File: config.mk
export PLATFORM = sky130hd
export DESIGN_NAME = lsu_mem_stage
export DESIGN_NICKNAME = d
export VERILOG_FILES = /design/src/rtl/riscv_pkg.sv /design/src/rtl/lsu_data_align.sv /design/src/rtl/lsu_mem_stage.sv
export SDC_FILE = /design/constraint.sdc
export NUM_CORES = 1
export LEC_CHECK = 0
export BUFFER_PORTS_ARGS = -buffer_cell sky130_fd_sc_hd__buf_2
export CORE_AREA = 2 2 112 114
export DETAILED_ROUTE_END_ITERATION = 8
export DIE_AREA = 0 0 114 116
export GPL_ROUTABILITY_DRIVEN = 0
export PLACE_DENSITY = 0.95
export SYNTH_ARGS = -nofsm -noshare
export SYNTH_HDL_FRONTEND = slang
export SYNTH_SLANG_ARGS = --single-unit
File: constraint.sdc
create_clock -name clk -period 5 [get_ports clk]
set_input_delay 0.25 -clock clk [delete_from_list [all_inputs] [get_ports clk]]
set_output_delay 0.25 -clock clk [all_outputs]
set_load 0.02 [all_outputs]
File: src/rtl/riscv_pkg.sv
// Shared RISC-V core types: memory-op encoding and helpers for access size and direction.
package riscv_pkg;

  localparam int XLEN = 32;

  typedef enum logic [3:0] {
    MEM_NONE = 4'd0,
    MEM_LB   = 4'd1,
    MEM_LH   = 4'd2,
    MEM_LW   = 4'd3,
    MEM_LBU  = 4'd4,
    MEM_LHU  = 4'd5,
    MEM_SB   = 4'd6,
    MEM_SH   = 4'd7,
    MEM_SW   = 4'd8
  } mem_op_e;

  typedef enum logic [1:0] {
    SIZE_B = 2'd0,
    SIZE_H = 2'd1,
    SIZE_W = 2'd2
  } access_size_e;

  function automatic logic is_load(input mem_op_e op);
    return (op == MEM_LB) || (op == MEM_LH) || (op == MEM_LW) ||
           (op == MEM_LBU) || (op == MEM_LHU);
  endfunction

  function automatic logic is_store(input mem_op_e op);
    return (op == MEM_SB) || (op == MEM_SH) || (op == MEM_SW);
  endfunction

  function automatic access_size_e access_size(input mem_op_e op);
    case (op)
      MEM_LB, MEM_LBU, MEM_SB: return SIZE_B;
      MEM_LH, MEM_LHU, MEM_SH: return SIZE_H;
      default:                 return SIZE_W;
    endcase
  endfunction

  // Only half and word accesses can be misaligned; NONE ops never are.
  function automatic logic is_misaligned(input mem_op_e op, input logic [1:0] byte_off);
    if (!(is_load(op) || is_store(op))) return 1'b0;
    case (access_size(op))
      SIZE_H:  return byte_off[0];
      SIZE_W:  return |byte_off;
      default: return 1'b0;
    endcase
  endfunction

endpackage

File: src/rtl/lsu_data_align.sv
// Combinational lane steering: byte enables and replicated write data for stores,
// byte/half extraction with sign or zero extension for loads.
module lsu_data_align (
  input  logic [3:0]                 mem_op,
  input  logic [1:0]                 byte_off,
  input  logic [riscv_pkg::XLEN-1:0] store_data,
  input  logic [riscv_pkg::XLEN-1:0] load_word,
  output logic [3:0]                 be,
  output logic [riscv_pkg::XLEN-1:0] wdata,
  output logic [riscv_pkg::XLEN-1:0] load_data
);
  import riscv_pkg::*;

  mem_op_e     op;
  logic [7:0]  sel_byte;
  logic [15:0] sel_half;

  assign op       = mem_op_e'(mem_op);
  assign sel_byte = load_word[{byte_off, 3'b000} +: 8];
  assign sel_half = byte_off[1] ? load_word[31:16] : load_word[15:0];

  // Half and word lanes ignore the low offset bits, so misaligned addresses fold down.
  always_comb begin
    be    = 4'b0000;
    wdata = '0;
    case (access_size(op))
      SIZE_B: begin
        be    = 4'b0001 << byte_off;
        wdata = {4{store_data[7:0]}};
      end
      SIZE_H: begin
        be    = byte_off[1] ? 4'b1100 : 4'b0011;
        wdata = {2{store_data[15:0]}};
      end
      default: begin
        be    = 4'b1111;
        wdata = store_data;
      end
    endcase
  end

  always_comb begin
    load_data = '0;
    case (op)
      MEM_LB:  load_data = {{24{sel_byte[7]}}, sel_byte};
      MEM_LBU: load_data = {24'h000000, sel_byte};
      MEM_LH:  load_data = {{16{sel_half[15]}}, sel_half};
      MEM_LHU: load_data = {16'h0000, sel_half};
      MEM_LW:  load_data = load_word;
      default: load_data = '0;
    endcase
  end

endmodule

File: src/rtl/lsu_mem_stage.sv
// Memory-access stage: one outstanding data-memory transaction, aligned write-back data.
// Define MISALIGN_TRAP_EN to trap misaligned half/word accesses instead of folding the address.
module lsu_mem_stage #(
  parameter int XLEN   = 32,
  parameter int REG_AW = 5
) (
  input  logic              clk,
  input  logic              rst_n,
  input  logic              ex_valid,
  output logic              ex_ready,
  input  logic [XLEN-1:0]   ex_alu_result,
  input  logic [XLEN-1:0]   ex_store_data,
  input  logic [3:0]        ex_mem_op,
  input  logic [REG_AW-1:0] ex_rd,
  input  logic              ex_reg_write,
  output logic              mem_req,
  input  logic              mem_gnt,
  output logic              mem_we,
  output logic [XLEN-1:0]   mem_addr,
  output logic [XLEN-1:0]   mem_wdata,
  output logic [3:0]        mem_be,
  input  logic              mem_rvalid,
  input  logic [XLEN-1:0]   mem_rdata,
  output logic              wb_valid,
  input  logic              wb_ready,
  output logic [XLEN-1:0]   wb_data,
  output logic [REG_AW-1:0] wb_rd,
  output logic              wb_reg_write,
  output logic              wb_exc
);
  import riscv_pkg::*;

  typedef enum logic [1:0] {
    S_IDLE,
    S_REQ,
    S_WAIT,
    S_OUT
  } state_e;

  state_e            state, state_next;
  mem_op_e           ex_op, op_q;
  logic [XLEN-1:0]   addr_q, sdata_q;
  logic [REG_AW-1:0] rd_q;
  logic              reg_write_q;
  logic              accept, fault, direct_out, rsp_done;
  logic [3:0]        align_be;
  logic [XLEN-1:0]   align_wdata, align_load;

  assign ex_op = mem_op_e'(ex_mem_op);

`ifdef MISALIGN_TRAP_EN
  assign fault = is_misaligned(ex_op, ex_alu_result[1:0]);
`else
  assign fault = 1'b0;
`endif

  // Unknown op codes are treated like NONE so they can never stall the bus.
  assign direct_out = !(is_load(ex_op) || is_store(ex_op)) || fault;
  assign ex_ready   = (state == S_IDLE) || ((state == S_OUT) && wb_ready);
  assign accept     = ex_valid && ex_ready;
  assign rsp_done   = (state == S_WAIT) && mem_rvalid;

  always_ff @(posedge clk or negedge rst_n) begin
    if (!rst_n) state <= S_IDLE;
    else        state <= state_next;
  end

  always_comb begin
    state_next = state;
    case (state)
      S_IDLE, S_OUT: begin
        if (accept)                          state_next = direct_out ? S_OUT : S_REQ;
        else if ((state == S_OUT) && wb_ready) state_next = S_IDLE;
      end
      S_REQ:   if (mem_gnt)    state_next = S_WAIT;
      S_WAIT:  if (mem_rvalid) state_next = S_OUT;
      default: state_next = S_IDLE;
    endcase
  end

  always_ff @(posedge clk or negedge rst_n) begin
    if (!rst_n) begin
      op_q        <= MEM_NONE;
      addr_q      <= '0;
      sdata_q     <= '0;
      rd_q        <= '0;
      reg_write_q <= 1'b0;
    end else if (accept) begin
      op_q        <= ex_op;
      addr_q      <= ex_alu_result;
      sdata_q     <= ex_store_data;
      rd_q        <= ex_rd;
      reg_write_q <= ex_reg_write;
    end
  end

  // Write-back registers only change on entry to OUT, so a stalled WB sees them frozen.
  always_ff @(posedge clk or negedge rst_n) begin
    if (!rst_n) begin
      wb_data      <= '0;
      wb_rd        <= '0;
      wb_reg_write <= 1'b0;
    end else if (accept && direct_out) begin
      wb_data      <= ex_alu_result;
      wb_rd        <= ex_rd;
      wb_reg_write <= ex_reg_write && !fault;
    end else if (rsp_done) begin
      wb_data      <= is_load(op_q) ? align_load : addr_q;
      wb_rd        <= rd_q;
      wb_reg_write <= is_load(op_q) && reg_write_q;
    end
  end

`ifdef MISALIGN_TRAP_EN
  always_ff @(posedge clk or negedge rst_n) begin
    if (!rst_n)                    wb_exc <= 1'b0;
    else if (accept && direct_out) wb_exc <= fault;
    else if (rsp_done)             wb_exc <= 1'b0;
  end
`else
  assign wb_exc = 1'b0;
`endif

  lsu_data_align u_align (
    .mem_op     (op_q),
    .byte_off   (addr_q[1:0]),
    .store_data (sdata_q),
    .load_word  (mem_rdata),
    .be         (align_be),
    .wdata      (align_wdata),
    .load_data  (align_load)
  );

  assign wb_valid  = (state == S_OUT);
  assign mem_req   = (state == S_REQ);
  assign mem_we    = mem_req && is_store(op_q);
  assign mem_addr  = mem_req ? {addr_q[XLEN-1:2], 2'b00} : '0;
  assign mem_be    = mem_req ? align_be : 4'b0000;
  assign mem_wdata = mem_we ? align_wdata : '0;

endmodule

# Yosys cells after proc, flatten, opt, wreduce, memory -nomap -nowiden
# Cells that the tools add are included.
[word_totals]
mem_bits_ro = 0
n_memories = 0
word_cells = 84
in_bits = 112
mem_bits_rw = 0
latchBits = 0
ff_bits = 114
output_inout_bits = 111
[classes]
n_bitwise = 0
n_eq_ne = 23
shifts = 2
order_cmp = 0
multipliers = 0
n_mux = 22
n_div = 0
n_addsub = 0
reduce_logical = 28
[ops]
columns = ["op", "count"]
rows = [
  ["32-bit 2-to-1 mux", 5],
  ["32-bit one-hot mux with 5 select lines", 1],
  ["32-bit one-hot mux with 2 select lines", 1],
  ["4-bit by 3-bit == test with 1-bit output, second input constant", 8],
  ["32-bit by 6-bit variable part select with 8-bit output", 1],
  ["4-bit by 2-bit == test with 1-bit output, second input constant", 4],
  ["16-bit 2-to-1 mux", 1],
  ["1-bit logical OR", 14],
  ["2-bit 2-to-1 mux", 5],
  ["5-bit 2-to-1 mux", 2],
  ["4-bit by 1-bit == test with 1-bit output, second input constant", 2],
  ["4-bit == test, second input constant", 2],
  ["4-bit 2-to-1 mux", 2],
  ["4-bit one-hot mux with 2 select lines", 1],
  ["1-bit logical AND", 6],
  ["2-bit one-hot mux with 3 select lines", 1],
  ["3-bit OR reduction", 2],
  ["2-bit by 1-bit == test with 1-bit output, second input constant", 2],
  ["2-bit == test, second input constant", 2],
  ["2-bit logical NOT", 2],
  ["2-bit one-hot mux with 2 select lines", 1],
  ["1-bit by 2-bit left shift with 4-bit output, first input constant", 1],
  ["3-bit != test, second input constant", 1],
  ["3-bit AND reduction", 1],
  ["other kinds (6)", 7],
]

# Longest topological paths before layout
# Gate-level depths: netlist of the first run.
[logic_depth]
word_depth = 9
ltp_mapped = 9
mapped_depth_nobuf = 7

# By module
# From an unflattened synthesis of the first run, not the netlist that was laid out.
[unflattened]
cells_unflattened = 846
hier_area_um2 = 7131.8
[modules_own_cells]
columns = ["mod", "seq_area_each_um2", "instances", "cells_each", "area_per_inst_um2"]
rows = [
  ["lsu_mem_stage", 2852.7, 1, 671, 5875.6],
  ["lsu_data_align", 0.0, 1, 175, 1256.2],
]

# Least setup slack after synthesis of the first run
# Ideal clock, no wire load.
[synth_path]
kind = "register to output"
from = "register op_q[2]"
to = "output port mem_wdata[24]"
setup_slack_ns = 2.863
path_stages_with_launch = 9
arrival_ns = 1.887
required_time_ns = 4.750
path_buffers = 3
path_cell_list = "dfrtp_1 -> buf_2 -> nor3b_1 -> o21ai_1 -> buf_2 -> nand2_2 -> buf_2 -> nor2_1 -> nor3_1"
[synth_via]
elab_chain_len = 6
[synth_lines]
columns = ["element", "line", "rtl"]
rows = [
  ["from (decl)", "lsu_mem_stage.sv:41", "mem_op_e ex_op, op_q;"],
  ["from (signal assigned)", "lsu_mem_stage.sv:89", "op_q <= ex_op;"],
  ["4-bit by 2-bit == test with 1-bit output, or another cell as far along", "riscv_pkg.sv:34", "case (op)"],
  ["3-bit OR reduction", "riscv_pkg.sv:34", ""],
  ["2-bit one-hot mux with 2 select lines", "riscv_pkg.sv:34", ""],
  ["2-bit by 1-bit == test with 1-bit output or 2-bit logical NOT (tied branches)", "lsu_data_align.sv:26", "case (access_size(op))"],
  ["32-bit one-hot mux with 2 select lines", "lsu_data_align.sv:26", ""],
  ["32-bit 2-to-1 mux (*)", "lsu_mem_stage.sv:139", "assign mem_wdata = mem_we ? align_wdata : '0;"],
  ["to (decl)", "lsu_mem_stage.sv:20", "output logic [XLEN-1:0] mem_wdata,"],
]
# Mark *: on every way between the ends. The rest lies on a longest branch, timed or not.

# Worst setup path after layout of the first run
[layout_path]
from = "register op_q[0]"
to = "output port mem_wdata[24]"
# The elaborated chain is that of the path after synthesis.

==> metrics.cfg, run 1 <==
[setup_path]
reg2reg_from = addr_q[1]
start_kind = register
r2r_cells = 5
rrSetupSlack_ns = 2.23
path_class = reg2out
r2r_end = wb_data[22]
crit_end = mem_wdata[24]
cp-startpoint = op_q[0]
crit_fanout = 25
worst_ep_arrival_time_ns = 3.11
crit_required_ns = 4.75
setup.worst_path.end_class = output port

[pwr]
p_seq_share_pct = 31.9
switching_share_pct = 43.7
power.internal_mw = 3.26
power_frac_comb_pct = 48.1
p_total_mw = 5.79
powerDensity_nw_per_um2 = 716
clockPowerShare_pct = 20.0
switchingPower_mw = 2.53
peakVddDrop_mv = 0.479
leakage_nw = 3.92

[synthesis]
synthTopCellsByArea = dfrtp_1 (44%), mux2_2 (13%), a21oi_1 (7.2%)
synth-edff-count = 0
synth.cells.most_frequent = dfrtp_1 (114), a21oi_1 (92), mux2_2 (76), nand2_1 (46), o21ai_0 (46)
ys_warn_count = 0
yosysTopAreaCell = dfrtp_1
async_reset_ff_share_pct = 100
ys_ff_latch = 114
synth_area_um2 = 6430
ys_types = 49
synth.most_common_cell = dfrtp_1
synth_top_cell_area_share_pct = 44.3
syn_avg_cell_area_um2 = 9.85
ys.flop_type = dfrtp_1
synth-seq-area-share_pct = 44.3
netlist_instances = 653

[global_route]
grt_pass1_vias = 5813
grt_pass1_wl_um = 31100
track_usage_pct = 30.8
grt_max_degree = 77
grt.overflow.total = 0
antenna_found_initial = 3

[clock_network]
clockBufferDepth = 2
cts-htree-levels = 4
tritoncts = done
clk_latency_ns = 0.43
cts.sinks = 114
post_cts_buffers = 0
cts_inserted_buffers = 17
clk_pin_slew_ns = 0.05
root_buffer = clkbuf_16

[timing]
hold_viol_final = 0
layout_setup_ws_ns = 1.64
max_freq_ghz = 0.298
fin_setup_tns_ns = 0
finClkSkew_ns = 0.00798
layout_min_cycle_time_ns = 3.36
rsz0062_at_grt = no
setup_viol = 0
finalMaxSlewViolations = 0
slew_headroom_pct = 24.8
whs_ns = 0.0491
post-route-period-util_pct = 67.2
tightest_slew_ns = 1.13

[route]
drt-vias-per-instance = 6.31
drt_iter0_markers = 672
dr.pass1.iters = 6
route.detailed.drc = 0
vias = 6351
routed_wl_um = 20400
ant_nets = 0
wl_per_cell_um = 20.3

[placement]
dp_hpwl_um = 13600
io_buffer_count = 219
dp_slack_ns = 2.18
dpl_cell_area_um2 = 7500

[die]
start_util_pct = 54.0
ios = 223
fp.dieH_um = 116
core_area_um2 = 11900
num_rows = 40
die_area_um2 = 13200
dieWidth_um = 114

[cells_and_area]
multi_input_comb_area_um2 = 3280
nets = 959
syn_to_final_growth_pct = 25.6
fin_area_um2 = 8090
seq_area_um2 = 2850
drive_gt1_share_pct = 41.6
nFillCells = 916

[job]
cap_viol_max_count = 0

[status]
outcome = finished, final reports clean

[worst_hold_path]
hold_path.class = in2reg

[flip-flops by register name, summed over array words and instances, names as in the netlist]
register,flops
state,2
addr_q,32
wb_reg_write,1
reg_write_q,1
rd_q,5
sdata_q,32
wb_data,32
op_q,4
wb_rd,5
[cell families (layout without fill, tap and decap cells)]
family,Yosys count,count (layout),share of synthesized area [%]
muxes,90,90,17.0
buffers and inverters,65,266,5.02
AOI/OAI and AO/OA,218,218,19.7
other,1,6,0.0583
adders and majority gates,4,4,0.778
DFF,114,114,44.3
xor gates and xnor gates,1,1,0.136
and+or+nand+nor,160,160,13.0
[metal layers]
metal | track usage [%] | vias up | share of wire [%]
met4 | 14.3 | 0 | 3.9
li1 | - | 2758 | -
met1 | 40.3 | 3067 | 38
met2 | 48.0 | 448 | 47
met5 | 0 | - | 0
met3 | 8.73 | 78 | 10
[through the flow]
step / cells / utilization (%)
2_1_floorplan: 655 / -
3_3_place_gp: 970 / 63.0
3_5_place_dp: 970 / 63.0
4_1_cts: 1003 / 67.8
5_1_grt: 1005 / 67.9
6_report: 1006 / 67.9
[worst max-delay path, cell delays in order (launching register included)]
cell     delay [ns]
dfrtp_1        0.56
nor3_1         0.37
nand2_1        0.09
o21ai_1        0.35
nand2_1        0.66
nor3_1         0.43
buf_2          0.22
[worst min path at each step]
| stage | endpoint | startpoint | depth (start not counted) | slack, ns |
|---|---|---|---|---|
| after CTS | wb_rd[1] | ex_rd[1] | 3 | 0.04 |
| after global routing | sdata_q[22] | ex_store_data[22] | 2 | 0.05 |
| after global placement | sdata_q[21] | rst_n | 1 | 0.32 |
| after detailed placement | sdata_q[21] | rst_n | 1 | 0.32 |
| after floorplan | addr_q[0] | rst_n | 0 | -0.05 |
| final | wb_rd[3] | ex_rd[3] | 3 | 0.05 |
[cells in the final DEF (no fill, tap or decap), drive strengths merged, types with 9 or more instances in the layout]
master,Yosys,routed
and3,25,25
nor3,9,9
a21oi,92,92
dfrtp,114,114
o22ai,24,24
nor2,30,30
o21ai,63,63
buf,31,227
nand2,47,47
mux2,76,76
and2,33,33
a31oi,9,9
clkbuf,28,23
[power by group through the flow]
stage          registers, mW  logic, mW  clock network [mW]
3_5_place_dp            1.84       2.72                   0
2_1_floorplan           1.82       1.97                   0
5_1_grt                 1.91       3.00                1.21
6_report                1.85       2.79                1.16
3_3_place_gp            1.81       2.65                   0
4_1_cts                 1.83       2.75                1.17
[cell type report]
class / count / share of cell area [%]
multi-input combinational: 476 / 40.6
tap: 147 / 2.27
timing repair buffer: 228 / 14.5
clock buffer: 23 / 6.04
inverter: 6 / 0.310
clock inverter: 9 / 0.990
antenna: 3 / 0.0929
sequential: 114 / 35.3
[what timing repair did]
action,in CTS,in global routing
hold buffers,1,0
hold endpoints to repair,49,0
gates resized for setup,0,0
(Power assumes the default switching activity.)
==> run 2: changes to the inputs <==
--- a/config.mk
+++ b/config.mk
@@ -5,12 +5,13 @@
 export SDC_FILE = /design/constraint.sdc
 export NUM_CORES = 1
 export LEC_CHECK = 0
+export ABC_AREA = 1
 export BUFFER_PORTS_ARGS = -buffer_cell sky130_fd_sc_hd__buf_2
-export CORE_AREA = 2 2 112 114
+export CORE_AREA = 2 2 122 124
 export DETAILED_ROUTE_END_ITERATION = 8
-export DIE_AREA = 0 0 114 116
+export DIE_AREA = 0 0 124 126
 export GPL_ROUTABILITY_DRIVEN = 0
-export PLACE_DENSITY = 0.95
+export PLACE_DENSITY = 0.89
 export SYNTH_ARGS = -nofsm -noshare
 export SYNTH_HDL_FRONTEND = slang
 export SYNTH_SLANG_ARGS = --single-unit
==> constraint.sdc (replaced) <==
create_clock -name clk -period 3.25 [get_ports clk]
set_input_delay 0.1625 -clock clk [delete_from_list [all_inputs] [get_ports clk]]
set_output_delay 0.1625 -clock clk [all_outputs]
set_load 0.02 [all_outputs]
==> run 2 against run 1 <==
Against the previous run: routed wire length rose by 20%; global-route usage is 0.90 points higher; synthesized cell count is 78% higher; die area up 18%; total power rose by 62%; register-to-register slack got worse by 1.4 ns; critical path depth up 3; clock power grew 65%.
==> metrics.cfg, run 2 <==
[clock_network]
cts-htree-levels = 4
clk_pin_slew_ns = 0.05
cts_inserted_buffers = 17
clockBufferDepth = 2
clk_latency_ns = 0.42
root_buffer = clkbuf_16
cts.sinks = 114
post_cts_buffers = 0
tritoncts = done

[timing]
slew_headroom_pct = 39.2
fin_setup_tns_ns = 0
max_freq_ghz = 0.364
finalMaxSlewViolations = 0
layout_setup_ws_ns = 0.503
setup_viol = 0
tightest_slew_ns = 0.912
layout_min_cycle_time_ns = 2.75
post-route-period-util_pct = 84.5
finClkSkew_ns = 0.00902
rsz0062_at_grt = no
hold_viol_final = 0

[global_route]
grt_max_degree = 89
track_usage_pct = 31.7
antenna_found_initial = 4
grt.overflow.total = 0
grt_pass1_vias = 7802
grt_pass1_wl_um = 38600

[cells_and_area]
layout_commonest_cell = nand2_1
nFillCells = 1198
layout.cells.non_filler = 1614
syn_to_final_growth_pct = 32.1
drive_gt1_share_pct = 19.7
fin_area_um2 = 9590
reg_top3 = addr_q: 32 flops, sdata_q: 32 flops, wb_data: 32 flops
nets = 1531
final_cell_mix = nand2_1 (492), buf_2 (218), nor2_1 (169), inv_1 (135), dfrtp_1 (114)
utilization_pct = 67.0

[job]
cap_viol_max_count = 0

[route]
drt-vias-per-instance = 5.33
dr.pass1.iters = 5
wl_per_cell_um = 15.2
drt_iter0_markers = 1144
ant_nets = 0
routed_wl_um = 24500
route.detailed.drc = 0
vias = 8604

[setup_path]
start_kind = register
setup.worst_path.end_class = output port
crit_fanout = 23
crit_required_ns = 3.09
path_class = reg2out
worst_ep_arrival_time_ns = 2.58

[placement]
io_buffer_count = 219
dp_hpwl_um = 15700
dp_slack_ns = 0.900
dpl_cell_area_um2 = 8330
place_inst = 1515

[pwr]
leakage_nw = 5.77
p_seq_share_pct = 28.1
power_frac_comb_pct = 51.7
powerDensity_nw_per_um2 = 979
switchingPower_mw = 4.53
power.internal_mw = 4.86
peakVddDrop_mv = 0.436
switching_share_pct = 48.3
clockPowerShare_pct = 20.3

[die]
num_rows = 44
dieWidth_um = 124
die_area_um2 = 15600
core_area_um2 = 14300
ios = 223
start_util_pct = 50.7
fp.dieH_um = 126

[synthesis]
synth-edff-count = 0
synth.cells.most_frequent = nand2_1 (492), nor2_1 (169), inv_1 (135), dfrtp_1 (114), nand3_1 (94)
synthTopCellsByArea = dfrtp_1 (39%), nand2_1 (25%), nor2_1 (8.7%)
yosysTopAreaCell = dfrtp_1
ys.flop_type = dfrtp_1
synth_area_um2 = 7260
synth.most_common_cell = nand2_1
ys_warn_count = 0
netlist_instances = 1163
async_reset_ff_share_pct = 100
ys_ff_latch = 114
syn_avg_cell_area_um2 = 6.25
synth_top_cell_area_share_pct = 39.3
ys_types = 31
synth-seq-area-share_pct = 39.3

[status]
outcome = finished, final reports clean

[worst_hold_path]
hold_path.class = in2reg

-- run 2: critical path: stages, from the launching register on --
cell and delay (ns):
dfrtp_1 0.43, nor2_2 0.10, buf_4 0.27, nand2_2 0.17, o21ai_2 0.25, nor2_4 0.15
inv_2 0.35, nor2_1 0.09, nor2_1 0.15, buf_2 0.18
-- run 2: what timing repair did --
item                                   in CTS  in global routing
hold buffers                               65                  0
gates resized for setup                     0                  0
endpoints found under the hold margin     116                  0
-- run 2: path summary, 6_finish.rpt --
kind                                  to  slack, ns  depth (start not counted)         startpoint
max reg2reg                  wb_data[12]       0.85                          7          addr_q[0]
max                        mem_wdata[31]       0.50                          9            op_q[2]
min                          sdata_q[15]       0.02                          3  ex_store_data[15]
min in group asynchronous    sdata_q[16]       0.32                          2              rst_n
max in group asynchronous     wb_data[6]       2.10                          3              rst_n
min reg2reg                     wb_rd[2]       0.48                          2           wb_rd[2]
-- run 2: cell type report --
| cell class | count | area [um2] | area share (%) |
|---|---|---|---|
| multi-input combinational | 846 | 3530 | 36.8 |
| clock buffer | 20 | 467 | 4.87 |
| sequential | 114 | 2850 | 29.7 |
| tap | 184 | 230 | 2.40 |
| clock inverter | 10 | 134 | 1.40 |
| timing repair buffer | 294 | 1840 | 19.1 |
| antenna | 4 | 10.0 | 0.104 |
| inverter | 142 | 536 | 5.58 |
-- run 2: per-layer routing --
| layer | global-route usage (%) | wire [um] | vias to the layer above |
|---|---|---|---|
| met2 | 47.4 | 11200 | 576 |
| met5 | 0 | 0 | - |
| met4 | 17.8 | 1410 | 0 |
| met3 | 7.65 | 2480 | 120 |
| li1 | - | - | 3999 |
| met1 | 42.1 | 9390 | 3909 |
-- run 2: kinds of logic (layout without fill, tap and decap cells) --
logic type,count (synthesis),in the layout,share of synthesized area [%]
AND/OR/NAND/NOR,769,769,42.3
other,1,7,0.0516
AO/OA/AOI/OAI,70,70,5.43
buffers and inverters,205,466,12.3
adder cells (fa/ha/maj),4,4,0.689
flip-flops,114,114,39.3
-- run 2: metrics by stage --
| step | hold slack [ns] | power [mW] |
|---|---|---|
| floorplan | -0.133 | 6.12 |
| global placement | 0.256 | 7.12 |
| detailed placement | 0.257 | 7.26 |
| CTS | 0.000450 | 9.26 |
| global route | 0.0354 | 10.1 |
| finish | 0.0174 | 9.39 |
-- run 2: power by group through the flow --
stage | Combinational [mW] | Clock, mW | Sequential, mW
final | 4.85 | 1.91 | 2.63
after global routing | 5.43 | 1.98 | 2.71
after CTS | 4.74 | 1.91 | 2.61
after detailed placement | 4.64 | 0 | 2.62
after global placement | 4.51 | 0 | 2.60
after floorplan | 3.41 | 0 | 2.71
==> run 3: changes to the inputs <==
==> constraint.sdc (replaced) <==
create_clock -name clk -period 2.6 [get_ports clk]
set_input_delay 0.13 -clock clk [delete_from_list [all_inputs] [get_ports clk]]
set_output_delay 0.13 -clock clk [all_outputs]
set_load 0.02 [all_outputs]
==> run 3 against run 2 <==
Against the previous run: final cell count grew 0.68%; largest power group unchanged; setup slack lost 0.32 ns; total power grew 22%; clock power grew 9%; die area is the same; routed wire length shrank 0.74%; largest cell class unchanged; sequential share of layout area shrank 0.17 points.
==> metrics.cfg, run 3 (synthesized netlist as in run 2, its figures left out) <==
[placement]
dp_hpwl_um = 16000
place_inst = 1519
io_buffer_count = 219
dp_slack_ns = 0.470

[setup_path]
crit_end = mem_wdata[14]
cp_slowest_cell = dfrtp_1
worst_ep_arrival_time_ns = 2.29
crit_fanout = 18
rrSetupSlack_ns = 0.30
r2r_end = wb_data[20]
start_kind = register
cp.depth = 7
crit_required_ns = 2.47
crit_chain = inv_1 -> ha_1 -> nand2_1 -> a21oi_4 -> nand3_1 -> a21oi_1 -> buf_2
path_delay_family = compound AO/OA/AOI/OAI gates
r2r_cells = 11
reg2reg_from = state[0]
critPathBufInv = 2
path_class = reg2out
cp-startpoint = state[1]
setup.worst_path.end_class = output port
cpPeakStageDelay_ns = 0.40

[route]
drt_iter0_markers = 1047
ant_nets = 0
drt-vias-per-instance = 5.19
routed_wl_um = 24300
vias = 8432
dr.pass1.iters = 6
route.detailed.drc = 0
wl_per_cell_um = 15.0

[cells_and_area]
syn_to_final_growth_pct = 32.8
nets = 1544
nFillCells = 1173
layout_commonest_cell = nand2_1
seq_area_um2 = 2850
multi_input_comb_area_um2 = 3530
drive_gt1_share_pct = 19.7
layout.cells.non_filler = 1625
final_cell_mix = nand2_1 (492), buf_2 (218), nor2_1 (169), inv_1 (135), dfrtp_1 (114)
reg_top3 = addr_q: 32 flops, sdata_q: 32 flops, wb_data: 32 flops

[die]
start_util_pct = 50.7
core_area_um2 = 14300
num_rows = 44
fp.dieH_um = 126
ios = 223
die_area_um2 = 15600
dieWidth_um = 124

[clock_network]
cts.sinks = 114
clk_pin_slew_ns = 0.05
cts_inserted_buffers = 17
clockBufferDepth = 2
post_cts_buffers = 0
tritoncts = done
cts-htree-levels = 4
root_buffer = clkbuf_16
clk_latency_ns = 0.43

[worst_hold_path]
hold_start = ex_mem_op[2]
hold_path.class = in2reg

[pwr]
switchingPower_mw = 5.68
leakage_nw = 5.79
power.internal_mw = 5.82
p_seq_share_pct = 28.5
peakVddDrop_mv = 0.722
switching_share_pct = 49.4
clockPowerShare_pct = 18.1
powerDensity_nw_per_um2 = 1190
power_frac_comb_pct = 53.4
p_total_mw = 11.5

[global_route]
antenna_found_initial = 0
grt.overflow.total = 0
track_usage_pct = 31.4
grt_pass1_wl_um = 37900
grt_max_degree = 89
grt_pass1_vias = 7685

[status]
outcome = finished, final reports clean

[timing]
layout_setup_ws_ns = 0.181
rsz0062_at_grt = no
finalMaxSlewViolations = 0
post-route-period-util_pct = 93.1
max_freq_ghz = 0.413
slew_headroom_pct = 42.4
setup_viol = 0
fin_setup_tns_ns = 0
layout_min_cycle_time_ns = 2.42
tightest_slew_ns = 0.864
finClkSkew_ns = 0.00761
hold_viol_final = 0

[job]
cap_viol_max_count = 0

==> run 3: cell count changes in the layout (fill, tap and decap cells not counted), sizes merged <==
cell         change
clkinv           +3
buf              +4
clkbuf           +1
dlygate4sd3      +9
bufinv           -3
diode            -3
==> run 3: worst reg2reg max path: stages (launching register included) <==
cell	delay [ns]
dfrtp_1	0.39
ha_1	0.23
nand2_1	0.12
nand2_2	0.09
nand2_2	0.07
inv_4	0.07
nand3_4	0.18
inv_2	0.63
nand2_1	0.21
nand2_1	0.15
inv_1	0.06
nand2_1	0.06
==> run 3: cell type report <==
| class | count | share of cell area [%] |
|---|---|---|
| clock inverter | 10 | 0.649 |
| sequential | 114 | 29.6 |
| antenna | 1 | 0.0259 |
| tap | 184 | 2.39 |
| multi-input combinational | 846 | 36.6 |
| clock buffer | 21 | 4.77 |
| inverter | 142 | 5.55 |
| timing repair buffer | 307 | 20.4 |
==> run 3: worst min path at each step <==
stage / end / cells after the start
after global routing: op_q[2] / 3
after global placement: sdata_q[16] / 1
final: op_q[2] / 3
after detailed placement: sdata_q[16] / 1
after CTS: op_q[2] / 3
after floorplan: addr_q[0] / 0
==> run 3: metrics by stage <==
step | util, % | area, um2 | hold WS [ns]
6_report | 67.4 | 9650 | 0.0196
5_1_grt | 67.4 | 9640 | 0.0771
4_1_cts | 67.3 | 9640 | 0.00658
3_5_place_dp | 58.5 | 8370 | 0.169
3_3_place_gp | 58.5 | 8370 | 0.172
2_1_floorplan | - | 7270 | -0.166
==> run 3: power by group through the flow <==
| stage | Clock [mW] | Combinational [mW] | Sequential [mW] |
|---|---|---|---|
| 4_1_cts | 2.10 | 6.02 | 3.24 |
| 5_1_grt | 2.18 | 6.88 | 3.34 |
| 6_report | 2.08 | 6.14 | 3.27 |
| 2_1_floorplan | 0 | 4.27 | 3.38 |
| 3_5_place_dp | 0 | 5.88 | 3.25 |
| 3_3_place_gp | 0 | 5.76 | 3.22 |
==> run 3: per-layer routing <==
layer | wire length [um] | global-route usage, % | up-vias
met5 | 0 | 0 | -
met4 | 969 | 13.8 | 0
met3 | 2520 | 7.07 | 98
met2 | 11500 | 50.4 | 550
met1 | 9350 | 40.4 | 3762
li1 | - | - | 4022
==> run 3: what timing repair did <==
action	4_1_cts	5_1_grt
hold buffers	74	0
gates resized for setup	0	1
hold endpoints to repair	123	0
endpoints found under the setup margin	0	19
